<file path="src/rtl/proc_pkg.sv">
// ---------------------------------------------------------------------------
// proc_pkg : request-line sizes and vector types shared with req_encoder_five
// Revision : 1.0
// ---------------------------------------------------------------------------
`default_nettype none

package proc_pkg;

  localparam int REQ_N     = 32;
  localparam int REQ_IDX_W = 5;

  typedef logic [REQ_N-1:0]     req_vec_t;
  typedef logic [REQ_IDX_W-1:0] req_idx_t;

endpackage

`default_nettype wire

</file>
<file path="src/rtl/req_encoder_five_find_first_set.sv">
// ---------------------------------------------------------------------------
// find_first_set : first set bit of a vector, searching upward from start_i
//                  and wrapping from N-1 back to 0 (combinational)
// Revision       : 1.0
// ---------------------------------------------------------------------------
`default_nettype none

module find_first_set #(
  parameter int N = 32,
  parameter int W = 5
) (
  input  logic [N-1:0] vec_i,
  input  logic [W-1:0] start_i,
  output logic         found_o,
  output logic [W-1:0] idx_o
);

  function automatic logic [W-1:0] wrap_add(input logic [W-1:0] a, input int b);
    logic [W:0] s;
    s = {1'b0, a} + (W+1)'(b);
    if (s >= (W+1)'(N)) s = s - (W+1)'(N);
    return s[W-1:0];
  endfunction

  // Scan from the far end so the hit closest to start_i is written last.
  always_comb begin
    found_o = |vec_i;
    idx_o   = '0;
    for (int i = N - 1; i >= 0; i--) begin
      if (vec_i[wrap_add(start_i, i)]) idx_o = wrap_add(start_i, i);
    end
  end

endmodule

`default_nettype wire

</file>
<file path="src/rtl/req_encoder_five.sv">
// ---------------------------------------------------------------------------
// req_encoder_five : sticky 32-to-5 request encoder with valid/ready output.
//                    Define REQ_ENCODER_RR_EN for round-robin selection;
//                    the default build uses fixed lowest-index priority.
// Revision         : 1.0
// ---------------------------------------------------------------------------
`default_nettype none

module req_encoder_five
  import proc_pkg::*;
#(
  parameter int N_REQ = REQ_N,
  parameter int IDX_W = REQ_IDX_W
) (
  input  logic             clock,
  input  logic             reset,
  input  logic [N_REQ-1:0] req_in,
  input  logic             flush,
  input  logic             out_ready,
  output logic             out_valid,
  output logic [IDX_W-1:0] out_idx,
  output logic [N_REQ-1:0] pending,
  output logic             busy
);

  logic [N_REQ-1:0] pending_q, pending_d;
  logic             valid_q, valid_d;
  logic [IDX_W-1:0] idx_q, idx_d;

  logic [IDX_W-1:0] start;
  logic [IDX_W-1:0] sel;
  logic             found;
  logic             load;
  logic             take;
  logic [N_REQ-1:0] clr_mask;

  assign load = !valid_q || out_ready;
  assign take = load && found;

`ifdef REQ_ENCODER_RR_EN
  localparam logic [IDX_W-1:0] LAST_RST = IDX_W'(N_REQ - 1);

  logic [IDX_W-1:0] last_idx_q, last_idx_d;

  assign start = (last_idx_q == LAST_RST) ? '0 : last_idx_q + IDX_W'(1);

  always_comb begin
    last_idx_d = last_idx_q;
    if (!flush && take) last_idx_d = sel;
  end

  always_ff @(posedge clock) begin
    if (reset) last_idx_q <= LAST_RST;
    else       last_idx_q <= last_idx_d;
  end
`else
  assign start = '0;
`endif

  find_first_set #(
    .N (N_REQ),
    .W (IDX_W)
  ) u_ffs (
    .vec_i   (pending_q),
    .start_i (start),
    .found_o (found),
    .idx_o   (sel)
  );

  assign clr_mask = take ? (N_REQ'(1) << sel) : '0;

  // A pulse on the line being granted re-arms it as a fresh event.
  always_comb begin
    pending_d = (pending_q & ~clr_mask) | req_in;
    valid_d   = load ? found : valid_q;
    idx_d     = take ? sel : idx_q;
    if (flush) begin
      pending_d = '0;
      valid_d   = 1'b0;
      idx_d     = idx_q;
    end
  end

  always_ff @(posedge clock) begin
    if (reset) begin
      pending_q <= '0;
      valid_q   <= 1'b0;
      idx_q     <= '0;
    end else begin
      pending_q <= pending_d;
      valid_q   <= valid_d;
      idx_q     <= idx_d;
    end
  end

  assign out_valid = valid_q;
  assign out_idx   = idx_q;
  assign pending   = pending_q;
  assign busy      = (|pending_q) | valid_q;

endmodule

`default_nettype wire

</file>
<file path="config.mk">
export PLATFORM = sky130hd
export DESIGN_NAME = req_encoder_five
export DESIGN_NICKNAME = d
export VERILOG_FILES = /design/src/rtl/proc_pkg.sv /design/src/rtl/req_encoder_five_find_first_set.sv /design/src/rtl/req_encoder_five.sv
export SDC_FILE = /design/constraint.sdc
export NUM_CORES = 1
export LEC_CHECK = 0
export CORE_MARGIN = 1.5
export CORE_UTILIZATION = 43
export CTS_BUF_LIST = sky130_fd_sc_hd__clkbuf_4 sky130_fd_sc_hd__clkbuf_8 sky130_fd_sc_hd__clkbuf_16
export DETAILED_ROUTE_END_ITERATION = 12
export GPL_TIMING_DRIVEN = 0
export PLACE_DENSITY = 0.61
export SKIP_LAST_GASP = 1
export SYNTH_ARGS = -nofsm -noshare
export SYNTH_HDL_FRONTEND = slang
export SYNTH_HIERARCHICAL = 1
export SYNTH_SLANG_ARGS = --single-unit
export TNS_END_PERCENT = 10
</file>
<file path="constraint.sdc">
create_clock -name clock -period 6.5 [get_ports clock]
set_input_delay 0.975 -clock clock [delete_from_list [all_inputs] [get_ports clock]]
set_output_delay 0.975 -clock clock [all_outputs]
set_load 0.005 [all_outputs]
</file>
==> results.cfg <==
[clock_tree]
h-tree-depth = 2
cts_sinks = 38
ctsResizeCount = 0
cts_tree = built
clk_pin_slew_worst_paths_ns = 0.05
clk_latency_ns = 0.28
post-cts-setup-buffers = 0
cts-root-buf = clkbuf_16
ctsHoldBuffers = 0
cts_buffers = 5
clockBufferDepth = 2

[synthesis]
synth_area_sq_um = 7202
synthCells = 855
synth_edf_count = 0
async_flop_share = 0
synth_seq_area_share = 0.1056
synth_cell_types = 92
ys_warn_count = 6
ys.flop_type = dfxtp_1
yosys_register_bits = 38
syn_area_per_cell_sq_um = 8.423

[power]
finalPower_mw = 1.788
clock_power_share = 0.140
intPower_uw = 900.4
power_frac_comb = 0.696
p_leak_nw = 3.213
power_density_nw_per_um2 = 212.1
sequentialPowerShare = 0.164
switching_power_uw = 887.5
peakVddDrop_mv = 0.1921
swShare = 0.4964

[routing]
first_pass_iters = 6
drc = 0
wire_per_inst_um = 25.16
ant_nets = 0
drt_first_iter_violations = 832
routed_wirelength_um = 29520
viasPerCell = 6.708
vias = 7869

[timing]
hold_viol = 0
tightest_slew_ns = 0.9131
fmax_ghz = 0.2120
setup-tns-final_ns = 0
clock_skew_ns = 0.005089
rsz0062_at_grt = no
setup_violations = 0
finalCriticalPeriod_ns = 4.716
report.final.slew_viol_count = 0
maxSlewHeadroom = 0.3738
fin_crit_sh = 0.7256

[worst_setup_path]
worst-r2r-setup-slack_ns = 1.78
reg2reg_to = pending[30]
reg2reg_from = pending[16]
cp_data_required_time_ns = 6.65
critPathMaxFanout = 8
arrival_ns = 4.86
start_kind = flop
reg2reg_depth = 13
crit_type = reg2reg
end_kind = flop

[place]
hpwl_um = 23090
io_buffers = 74
post-place-cells = 1165
gp_congestion = 1.032
placed_area_sq_um = 8278

[floorplanning]
dieArea_sq_um = 17530
dieWidth_um = 132.4
initial_utilization = 0.4374
rows = 47
die_h_um = 132.4
boundaryPins = 75
coreArea_sq_um = 16470

[final_layout]
num_antenna_cells = 0
fin_cells = 1173
drive_above_1_share = 0.1417
final_area_sq_um = 8429
nFillCells = 1653
area_delta_synth_final_pct = 17.04
nNetsFinal = 1001

[outcome]
outcome = complete, no violations

[global_route]
grt_pass1_wl_um = 45460
grt_pass1_vias = 7456
antenna_found_initial = 0
grt_max_degree = 16
grt_util_all_layers = 0.3355
gr-total-overflow = 0

[worst_hold_path]
hold_class = reg2reg
min_path_cells = 2
holdPathEnd = out_idx[1]
min_from = out_idx[1]

[flow_run]
max_cap_violations = 0
[worst max path at each step]
stage,start,to,slack [ns],cells after the start
after detailed placement,pending[16],pending[15],1.92,13
after global placement,pending[16],pending[15],1.89,13
after CTS,pending[16],pending[15],1.89,13
final,pending[16],pending[30],1.78,13
after global routing,pending[16],pending[18],1.54,13
after floorplan,pending[12],pending[11],2.75,13
[sequential cells by signal, indices dropped and copies added, names as in the netlist]
| register | cells |
|---|---|
| out_valid | 1 |
| out_idx | 5 |
| pending | 32 |
[cell usage in the layout (no fill, tap or decap), drive strengths merged, types with 19 or more instances in the layout]
cell type      instances
a21oi                 76
buf                   27
clkbuf                34
clkdlybuf4s50         74
dfxtp                 38
mux2i                 77
mux4                  68
nand2                 72
nand2b                19
nand3                 27
nor2                  74
nor3                  19
nor4                  22
o21ai                 76
xnor2                 24
[per-layer routing]
metal | track usage | vias up | wire length (um)
li1 | - | 3523 | -
met1 | 0.4554 | 3802 | 12300
met2 | 0.5425 | 459 | 13350
met3 | 0.03870 | 85 | 2449
met4 | 0.1441 | 0 | 1417
met5 | 0 | - | 0
[area by class of cell]
type	instances	area (sq um)	share of cell area
clock inverters	1	5.005	0.0005937
repair buffers	74	740.7	0.08787
clock buffers	7	146.4	0.01737
inverters	19	71.32	0.008461
plain buffers	54	290.3	0.03444
multi-input cells	760	6140	0.7284
well taps	220	275.3	0.03266
flip-flops and latches	38	760.7	0.09025
[cell usage after synthesis, types with 5 or more instances]
cell type / count / area (sq um)
mux2_2: 15 / 168.9
buf_2: 9 / 45.04
a21o_1: 6 / 45.04
nand2b_1: 17 / 106.4
inv_1: 14 / 52.55
xnor2_1: 23 / 201.4
mux4_2: 58 / 1306
o21ai_0: 67 / 335.3
nand3_1: 26 / 130.1
nor2b_1: 12 / 75.07
a21boi_0: 6 / 45.04
a21oi_1: 75 / 375.4
nand2_1: 72 / 270.3
a31oi_1: 7 / 43.79
o2111ai_1: 5 / 43.79
o21ai_1: 9 / 45.04
clkbuf_1: 24 / 90.09
buf_4: 8 / 60.06
o31ai_1: 5 / 37.54
nand4_1: 9 / 56.30
nor2_1: 71 / 266.5
a211oi_1: 11 / 82.58
nor4_1: 20 / 125.1
o211ai_1: 10 / 75.07
ha_1: 13 / 162.7
mux2i_1: 76 / 760.7
o22ai_1: 13 / 81.33
mux4_1: 10 / 262.8
nor3_4: 5 / 81.33
dfxtp_1: 38 / 760.7
buf_1: 6 / 22.52
or3_1: 5 / 31.28
nor3_1: 13 / 65.06
[critical path, stage by stage (launching register included)]
cell,delay (ns)
dfxtp_1,0.54
mux2i_1,0.30
mux4_2,0.51
mux2i_1,0.73
mux2_2,0.41
a211oi_1,0.07
o21bai_1,0.15
a31oi_1,0.10
or3_1,0.38
a311o_1,0.31
or3b_1,0.40
nand2b_1,0.19
nor3_2,0.36
a21oi_1,0.11
[cell families (layout without fill, tap and decap cells)]
logic type                 Yosys count  after routing  synth area share
DFF                                 38             38            0.1056
adders and majority gates           13             13           0.02259
muxes                              161            161            0.3509
AOI/OAI and AO/OA                  258            258            0.2231
buffers and inverters               73            155           0.05021
and+or+nand+nor                    284            284            0.2132
other                                1             17         0.0005207
xor gates and xnor gates            27             27           0.03388
[metrics by stage]
step / hold WS (ns) / util / setup slack, ns
after floorplan: 0.4686 / - / 2.754
after global placement: 0.4713 / 0.5027 / 1.885
after detailed placement: 0.4734 / 0.5027 / 1.924
after CTS: 0.4893 / 0.5119 / 1.887
after global routing: 0.5066 / 0.5119 / 1.541
final: 0.4886 / 0.5119 / 1.784
[power by group through the flow]
stage	sequential, mW	combinational [mW]	clock [mW]
2_1_floorplan	0.282	0.858	0
3_3_place_gp	0.296	1.15	0
3_5_place_dp	0.296	1.15	0
4_1_cts	0.291	1.16	0.251
5_1_grt	0.295	1.34	0.260
6_report	0.292	1.24	0.251
Power figures use the tool's default switching activity.
